File: src/rtl/uart_tx_scheduler.sv
// Arbitrates the uart_tx byte channel between command bytes and a periodic telemetry frame.
// Define UART_TELEM_CHECKSUM_EN to append a checksum byte (distance ^ status) to each frame.
module uart_tx_scheduler #(
    parameter int CLK_HZ   = 50_000_000,
    parameter int TELEM_HZ = 4
) (
    input  logic       clk,
    input  logic       reset,
    input  logic [7:0] cmd_ascii,
    input  logic       cmd_valid,
    output logic       cmd_ready,
    input  logic [7:0] distance,
    input  logic [5:0] direction,
    input  logic       no_red,
    output logic [7:0] tx_data,
    output logic       tx_valid,
    input  logic       tx_ready,
    output logic       busy,
    output logic [7:0] overrun_count
);

    localparam int PERIOD = CLK_HZ / TELEM_HZ;
    localparam int CW     = (PERIOD > 1) ? $clog2(PERIOD) : 1;
    localparam logic [CW-1:0] LAST_COUNT = CW'(PERIOD - 1);

`ifdef UART_TELEM_CHECKSUM_EN
    localparam logic [2:0] LAST_IDX = 3'd4;
`else
    localparam logic [2:0] LAST_IDX = 3'd3;
`endif

    typedef enum logic [1:0] {
        IDLE,
        CMD_SEND,
        TEL_SEND
    } state_t;

    typedef enum logic {
        GRANT_CMD,
        GRANT_TEL
    } grant_t;

    state_t        state;
    state_t        state_next;
    grant_t        last_grant;
    logic [CW-1:0] tick_count;
    logic          tick;
    logic          tel_pending;
    logic [2:0]    idx;
    logic [2:0]    next_idx;
    logic [7:0]    next_byte;
    logic [7:0]    tx_data_q;
    logic [7:0]    overrun_q;
    logic [7:0]    snap_distance;
    logic [7:0]    snap_status;
`ifdef UART_TELEM_CHECKSUM_EN
    logic [7:0]    snap_checksum;
`endif
    logic          ready_c;
    logic          take_cmd;
    logic          start_tel;
    logic          byte_done;
    logic          frame_done;

    assign tick = (tick_count == LAST_COUNT);

    always_ff @(posedge clk) begin
        if (reset) begin
            state <= IDLE;
        end else begin
            state <= state_next;
        end
    end

    // Commands win unless the previous grant went to a command and telemetry is waiting.
    always_comb begin
        state_next = state;
        ready_c    = 1'b0;
        take_cmd   = 1'b0;
        start_tel  = 1'b0;
        byte_done  = 1'b0;
        frame_done = 1'b0;
        case (state)
            IDLE: begin
                ready_c = !reset && !(tel_pending && last_grant == GRANT_CMD);
                if (cmd_valid && ready_c) begin
                    take_cmd   = 1'b1;
                    state_next = CMD_SEND;
                end else if (tel_pending) begin
                    start_tel  = 1'b1;
                    state_next = TEL_SEND;
                end
            end
            CMD_SEND: begin
                if (tx_ready) begin
                    state_next = IDLE;
                end
            end
            TEL_SEND: begin
                if (tx_ready) begin
                    byte_done = 1'b1;
                    if (idx == LAST_IDX) begin
                        frame_done = 1'b1;
                        state_next = IDLE;
                    end
                end
            end
            default: state_next = IDLE;
        endcase
    end

    assign next_idx = idx + 3'd1;

    always_comb begin
        next_byte = 8'h0A;
        case (next_idx)
            3'd1: next_byte = snap_distance;
            3'd2: next_byte = snap_status;
`ifdef UART_TELEM_CHECKSUM_EN
            3'd3: next_byte = snap_checksum;
`endif
            default: next_byte = 8'h0A;
        endcase
    end

    // A tick landing on the same cycle a frame starts re-arms pending without counting an overrun.
    always_ff @(posedge clk) begin
        if (reset) begin
            tick_count  <= '0;
            tel_pending <= 1'b0;
            overrun_q   <= 8'h00;
        end else begin
            tick_count <= tick ? '0 : tick_count + CW'(1);
            if (tick) begin
                tel_pending <= 1'b1;
                if (tel_pending && !start_tel && overrun_q != 8'hFF) begin
                    overrun_q <= overrun_q + 8'd1;
                end
            end else if (start_tel) begin
                tel_pending <= 1'b0;
            end
        end
    end

    always_ff @(posedge clk) begin
        if (reset) begin
            tx_data_q     <= 8'h00;
            idx           <= 3'd0;
            last_grant    <= GRANT_TEL;
            snap_distance <= 8'h00;
            snap_status   <= 8'h00;
`ifdef UART_TELEM_CHECKSUM_EN
            snap_checksum <= 8'h00;
`endif
        end else begin
            if (take_cmd) begin
                tx_data_q <= cmd_ascii;
            end
            if (start_tel) begin
                snap_distance <= distance;
                snap_status   <= {1'b0, no_red, direction};
`ifdef UART_TELEM_CHECKSUM_EN
                snap_checksum <= distance ^ {1'b0, no_red, direction};
`endif
                idx       <= 3'd0;
                tx_data_q <= 8'h54;
            end
            if (byte_done && !frame_done) begin
                idx       <= next_idx;
                tx_data_q <= next_byte;
            end
            if (state == CMD_SEND && tx_ready) begin
                last_grant <= GRANT_CMD;
            end
            if (frame_done) begin
                last_grant <= GRANT_TEL;
            end
        end
    end

    assign cmd_ready     = ready_c;
    assign tx_data       = tx_data_q;
    assign tx_valid      = (state != IDLE);
    assign busy          = (state != IDLE);
    assign overrun_count = overrun_q;

endmodule

File: config.mk
export PLATFORM = sky130hd
export DESIGN_NAME = uart_tx_scheduler
export DESIGN_NICKNAME = d
export VERILOG_FILES = /design/src/rtl/uart_tx_scheduler.sv
export SDC_FILE = /design/constraint.sdc
export NUM_CORES = 1
export LEC_CHECK = 0
export CAP_MARGIN = 20
export CORE_ASPECT_RATIO = 1.1
export CORE_MARGIN = 2
export CORE_UTILIZATION = 48
export CTS_CLUSTER_DIAMETER = 30
export DETAILED_ROUTE_END_ITERATION = 6
export PLACE_DENSITY = 0.76
export SLEW_MARGIN = 20
export SYNTH_ARGS = -nofsm -noshare
export SYNTH_HDL_FRONTEND = slang
export SYNTH_SLANG_ARGS = --single-unit
export TNS_END_PERCENT = 5
File: constraint.sdc
create_clock -name clk -period 2.1 [get_ports clk]
set_clock_uncertainty 0.2 [all_clocks]
set_input_delay 0.21 -clock clk [delete_from_list [all_inputs] [get_ports clk]]
set_output_delay 0.21 -clock clk [all_outputs]
set_load 0.05 [all_outputs]
==> Word level (Yosys, flattened, before mapping) <==
Index checks and enable logic that the tools add are counted.
{ "totals": {"regBits": 62, "inputBits": 27, "word_cells": 69} }
{ "op_classes": {"addsub": 3, "eq_ne": 11, "mux": 25, "n_bitwise": 1, "reduce_logical": 20} }
{ "ops": {"columns": ["cell", "count"], "rows": [
  ["$add A24 B1 Y24 const B", 1],
  ["$eq A24 B24 Y1 const B", 1],
  ["$mux W8", 3],
  ["$pmux W8 S2", 1],
  ["$mux W1", 13],
  ["$mux W2", 5],
  ["$add A8 B1 Y8 const B", 1],
  ["$ne A8 B8 Y1 const B", 1],
  ["$logic_and A1 B1 Y1", 7],
  ["$eq A3 B2 Y1 const B", 2],
  ["$mux W3", 2],
  ["$ne A2 B2 Y1 const B", 3],
  ["$pmux W2 S3", 1],
  ["$reduce_bool A2 Y1", 3],
  ["$logic_not A1 Y1", 4],
  ["$reduce_and A4 Y1", 1],
  ["$reduce_or A2 Y1", 2],
  ["$add A3 B1 Y3 const B", 1],
  ["$eq A3 B1 Y1 const B", 1],
  ["$ne A3 B3 Y1 const B", 1],
  ["$reduce_bool A3 Y1", 1],
  ["$eq A2 B1 Y1 const B", 1],
  ["$eq A2 B2 Y1 const B", 1],
  ["$logic_not A2 Y1", 1],
  ["2 further kinds", 2]
]} }

==> Longest topological paths before layout <==
Gate-level depths: netlist of run 1.
{ "logic_depth": {"word_depth": 11, "depth_mapped": 8, "ltp_nobuf": 6} }

==> Least setup slack after synthesis of run 1 <==
No wires, ideal clock.
{ "synth_path": {"path_type": "reg2reg", "startpoint": "reg overrun_q[0] (netlist: overrun_count[0])", "endpoint": "reg overrun_q[5] (netlist: overrun_count[5])", "setup_time_ns": 0.071, "arrival_ns": 1.988, "slack_ns": -0.159, "path_stages_with_launch": 7, "synth_period_minus_slack_ns": 2.259, "path_cell_list": "dfxtp_1 > ha_1 > and3_1 > a221oi_2 > nand3_4 > or3_1 > a21oi_1"} }
{ "synth_between": {"elab_chain_cells": 3, "word_cells_on_any_way": 4, "cone_classes": "add/sub (1); eq/ne (1); reduce/logical (2)"} }
{ "synth_lines": {"columns": ["element", "line_no", "text"], "rows": [
  ["start, declared", "53", "logic [7:0] overrun_q;"],
  ["start signal, assigned", "137", "overrun_q <= overrun_q + 8'd1;"],
  ["parallel branches: the longest is 3 deep, another holds $add A8 B1 Y8", null, null]
]} }
Parallel ways; which one is timed is not known.
A chain may end at the register's enable or synchronous reset.

==> Worst setup path after layout of run 1 <==
{ "layout_path": {"startpoint": "reg overrun_q[4] (netlist: overrun_count[4])", "endpoint": "out overrun_count[4]"} }
{ "layout_rtl": {"columns": ["element", "line_no", "text"], "rows": [
  ["end, declared", "19", "output logic [7:0] overrun_count"]
]} }
No word-level cell between the ends.

==> impl_metrics.yaml, run 1 <==
run_status:
  status: "complete, no violations"
clocking:
  root_buffer: "clkbuf_8"
  ctsHoldBuffers: 0
  cts.sinks: 62
  post_cts_buffers: 0
  cts_tree: "built"
  cts_buffer_depth: 2
  clkLatencyLatePin_ns: 0.34
  post_cts.resized_instances: 0
  cts_buffers: 9
  cts.clk_slew.worst_paths_ns: 0.07
  cts_htree_levels: 3
final_layout:
  stdcell_count: 475
  multi_input_area_sq_um: 1500
  final_cell_area_sq_um: 3670
  drive_gt1_frac: 0.133
  n_fill_cell: 483
  diodes: 0
  nets: 426
  seq_area_sq_um: 1240
  area_growth_pct: 30.6
floorplan:
  core_area_sq_um: 5700
  initial_core_util: 0.493
  die-width_um: 76.9
  num_rows: 29
  die_area_sq_um: 6480
  ios: 46
  die-height_um: 84.2
yosys:
  async_flop_share: 0
  synth_top_area_share: 0.442
  synth_most_common_cell: "dfxtp_1"
  yosysSeqAreaShare: 0.442
  synth_area_leaders: "dfxtp_1 44%, nand2_1 7.2%, nor2_1 6.1%, a21oi_1 5.2%, xnor2_1 5.0%"
  syn_avg_cell_area_sq_um: 8.41
  synth_fp_nets: 367
  synth_seq_cells: 62
  ys_warn_count: 0
  synth_flop_cell: "dfxtp_1"
  syn_area_sq_um: 2810
  syn_inst: 334
  ys_types: 41
  yosys.area.top_type: "dfxtp_1"
  synth_edf_count: 0
  synth_common_cells: "62 x dfxtp_1, 54 x nand2_1, 46 x nor2_1"
setup_path:
  crit_path_start_kind: "register"
  crit_type: "register to primary output"
  slowest_stage: "clkdlybuf4s50_1"
  cp.arrival_ns: 1.58
  cpPeakStageDelay_ns: 0.83
  crit_buf_inv: 1
  path_cells: "clkdlybuf4s50_1"
  crit_required_ns: 1.69
  path_max_fanout: 6
  crit_path_end_kind: "primary output"
  crit_family: "buffers and inverters"
route:
  final_antenna_net_count: 0
  post-route-drc-count: 0
  wirelength_mm: 6.01
  drt_iter0_drc: 100
  drt-vias-per-instance: 5.24
  drtPass1Iterations: 5
  vias: 2489
  wl_per_cell_um: 12.7
job:
  max_cap_violations: 0
power:
  ir_worst_vdd_uv: 442
  powerDensity_nw_per_um2: 646
  leakagePower_nw: 1.37
sta:
  setup_viol: 0
  maxSlewHeadroom: 0.664
  hold_viol: 0
  slew_violations: 0
  period_share: 0.946
  rsz0062_at_grt: "yes"
  period_needed_ns: 1.99
  tightest_slew_ns: 0.503
  max_freq_mhz: 503
placement:
  gp_congestion: 0.767
  dpl-instance-area_sq_um: 3460
  io_buffers: 45
  dp_hpwl_mm: 4.25
  dp.cells: 459
global_route:
  met1_usage: 0.252
  grt_usage: 0.204
  grt_util_met2: 0.326
  grt_pass1_vias: 2428
  antenna_found_initial: 0
  met3_usage: 0.0634
  gr-total-overflow: 0
  grt_pass1_wl_mm: 10.8
  grt_max_degree: 41
  grt.busiest_layer: "met2"
hold_path:
  hp-class: "primary input to register"
[power by group]
part,leakage (nW),internal [mW],switching (mW)
combinational,0.769,0.0983,0.107
sequential,0.502,1.19,0.0116
clock,0.0954,0.521,0.441
[tightest hold or removal path: stages]
cell and delay, ns:
clkdlybuf4s50_1 0.39, nand2_1 0.05, a21oi_1 0.05
[layout make-up]
cell class                      instances  share of cell area
Clock inverter                          3             0.00478
Inverter                               10              0.0102
Multi-Input combinational cell        247               0.408
Clock buffer                           13              0.0461
Tap cell                               77              0.0263
Timing Repair Buffer                   63               0.166
Sequential cell                        62               0.339
[worst paths after layout]
check,slack [ns],start,endpoint,cells past startpoint
worst min-delay path,0.22,direction[1],snap_status[1]$_SDFFE_PP0P_,3
worst min register to register,0.25,snap_distance[6]$_SDFFE_PP0P_,snap_distance[6]$_SDFFE_PP0P_,2
worst max register to register,0.12,overrun_count[0]$_SDFFE_PP0P_,overrun_count[5]$_SDFFE_PP0P_,6
worst max-delay path,0.11,overrun_count[4]$_SDFFE_PP0P_,overrun_count[4],1
[sequential cells by signal, indices dropped and copies added (netlist names)]
signal,cells
tick_count,24
idx,3
snap_status,7
tx_data,8
overrun_count,8
last_grant,1
snap_distance,8
state,2
tel_pending,1
[placed cells by master, fill, tap and decap left out, types with 2 or more instances in the layout]
master	instances
buf_12	2
ha_1	5
a22o_1	5
dfxtp_1	60
nand2_1	54
xnor2_1	16
xor2_1	10
a311oi_1	3
dlymetal6s2s_1	2
and3_1	3
buf_4	19
o21ai_0	5
a221oi_1	4
and4_1	4
a31oi_1	2
nand3_1	12
a21oi_1	29
clkdlybuf4s50_1	40
nor2b_1	2
inv_1	10
nor2_1	45
clkinv_2	2
o211ai_1	2
clkbuf_8	12
o221a_2	2
nand4_1	7
nor3_1	10
dfxtp_2	2
nand2b_1	4
or3_1	4
nor4_1	2
[stage by stage]
step           total power, mW  setup WS (ns)  setup TNS [ns]  hold WS, ns   util
2_1_floorplan             1.33         0.0148               0        0.146      -
3_3_place_gp              1.43         0.0185               0        0.243  0.607
3_5_place_dp              1.43        -0.0310         -0.0705        0.249  0.607
4_1_cts                   2.39         0.0528               0        0.207  0.639
5_1_grt                   2.47        -0.0108         -0.0108        0.226  0.644
6_report                  2.37          0.113               0        0.216  0.644
[per-layer routing]
metal / part of all wire / up-vias / wire length [um]
li1: - / 1269 / -
met1: 0.45 / 1139 / 2730
met2: 0.47 / 65 / 2840
met3: 0.051 / 16 / 307
met4: 0.023 / 0 / 136
met5: 0 / - / 0
[kinds of logic after synthesis]
logic type	share of synthesized area
and+or+nand+nor	0.285
buffers and inverters	0.0370
xor gates and xnor gates	0.0811
muxes	0.00757
AOI/OAI and AO/OA	0.121
adders and majority gates	0.0267
DFF	0.442
Power figures use the tool's default switching activity.
==> run 2: changes to the inputs <==
--- a/config.mk
+++ b/config.mk
@@ -16,4 +16,3 @@
 export SYNTH_ARGS = -nofsm -noshare
 export SYNTH_HDL_FRONTEND = slang
 export SYNTH_SLANG_ARGS = --single-unit
-export TNS_END_PERCENT = 5
==> impl_metrics.yaml, run 2 (synthesized netlist as in run 1, its figures left out) <==
final_layout:
  final_cell_area_sq_um: 3690
  mostFrequentLayoutCells: "58 x dfxtp_1, 54 x nand2_1, 45 x nor2_1, 40 x clkdlybuf4s50_1, 29 x a21oi_1"
  final_common_cell: "dfxtp_1"
  largest_reg_flops: 24
  drive_gt1_frac: 0.140
  area_growth_pct: 31.3
  diodes: 0
  largest_register: "tick_count"
  stdcell_count: 476
  nets: 427
  n_fill_cell: 478
setup_path:
  crit_path_start_kind: "register"
  slowest_stage: "clkdlybuf4s50_1"
  crit_path_end_kind: "primary output"
  crit_start: "overrun_count[4]$_SDFFE_PP0P_"
  path_cells: "clkdlybuf4s50_1"
  cp.arrival_ns: 1.58
  crit_type: "register to primary output"
  path_max_fanout: 6
  crit_family: "buffers and inverters"
  crit_buf_inv: 1
  timing.rr.start: "overrun_count[0]$_SDFFE_PP0P_"
  crit_required_ns: 1.69
  cpPeakStageDelay_ns: 0.83
floorplan:
  core_area_sq_um: 5700
  die-height_um: 84.2
  initial_core_util: 0.493
  die-width_um: 76.9
  ios: 46
  num_rows: 29
  die_area_sq_um: 6480
sta:
  setup_viol: 0
  maxSlewHeadroom: 0.664
  max_freq_mhz: 503
  period_needed_ns: 1.99
  hold_viol: 0
  rsz0062_at_grt: "no"
  slew_violations: 0
  tightest_slew_ns: 0.503
  period_share: 0.946
  setup_ws_ns: 0.113
clocking:
  cts.sinks: 62
  clkLatencyLatePin_ns: 0.34
  root_buffer: "clkbuf_8"
  cts_buffer_depth: 2
  cts_buffers: 9
  cts.clk_slew.worst_paths_ns: 0.07
  cts_htree_levels: 3
  ctsHoldBuffers: 0
  cts_tree: "built"
route:
  drt-vias-per-instance: 5.24
  drtPass1Iterations: 4
  drt_iter0_drc: 113
  post-route-drc-count: 0
  vias: 2494
  wl_per_cell_um: 12.8
  wirelength_mm: 6.10
  final_antenna_net_count: 0
placement:
  post-place-ws_ns: -0.0310
  gp_congestion: 0.767
  io_buffers: 45
  dpl-instance-area_sq_um: 3460
  dp.cells: 459
  dp_hpwl_mm: 4.25
global_route:
  grt_pass1_wl_mm: 10.8
  antenna_found_initial: 0
  grt_usage: 0.204
  grt_pass1_vias: 2428
  gr-total-overflow: 0
  grt_max_degree: 41
power:
  powerDensity_nw_per_um2: 645
  leakagePower_nw: 1.37
  ir_worst_vdd_uv: 430
job:
  max_cap_violations: 0
hold_path:
  hp-class: "primary input to register"
  min_from: "direction[1]"
run_status:
  status: "complete, no violations"
==> run 2: area by class of cell <==
| class | instances | area, sq um | area share |
|---|---|---|---|
| clock buffer | 13 | 169 | 0.0458 |
| clock inverter | 3 | 17.5 | 0.00475 |
| inverter | 10 | 37.5 | 0.0102 |
| multi-input combinational | 247 | 1510 | 0.408 |
| sequential | 62 | 1250 | 0.338 |
| tap | 77 | 96.3 | 0.0261 |
| timing repair buffer | 64 | 616 | 0.167 |
==> run 2: metrics by stage <==
step / util / TNS, ns / power, mW / hold WS, ns
floorplan: - / 0 / 1.33 / 0.146
global placement: 0.607 / 0 / 1.43 / 0.243
detailed placement: 0.607 / -0.0705 / 1.43 / 0.249
CTS: 0.639 / 0 / 2.39 / 0.207
global route: 0.647 / 0 / 2.47 / 0.226
finish: 0.647 / 0 / 2.38 / 0.215
==> run 2: repair_timing <==
item | in CTS | in global routing
setup endpoints to repair | 0 | 33
resized for setup | 0 | 9
buffers inserted | 0 | 1
==> run 2: routing by layer <==
layer  global-route usage  vias to the layer above  wire length, um
li1                     -                     1275                -
met3               0.0634                       14              295
met2                0.326                       63             2900
met4               0.0942                        0              126
met5                    0                        -                0
met1                0.252                     1142             2780
==> run 2: worst reg2reg max path: stages (launching register included) <==
cell and delay (ns):
dfxtp_2 0.34, ha_1 0.20, and3_1 0.22, a221oi_4 0.32, nand3_4 0.13, or3_1 0.37, a21oi_1 0.14
==> run 2: final timing paths <==
check | end | slack [ns] | depth (start not counted)
setup / recovery | overrun_count[4] | 0.11 | 1
setup reg to reg | overrun_count[5]$_SDFFE_PP0P_ | 0.12 | 6
hold reg to reg | snap_distance[6]$_SDFFE_PP0P_ | 0.25 | 2
hold / removal | snap_status[1]$_SDFFE_PP0P_ | 0.22 | 3
==> run 2: where the power goes <==
group / internal [mW] / total, mW / switching [mW]
Combinational: 0.100 / 0.207 / 0.107
Clock: 0.521 / 0.967 / 0.446
Sequential: 1.19 / 1.21 / 0.0133
Total: 1.81 / 2.38 / 0.566
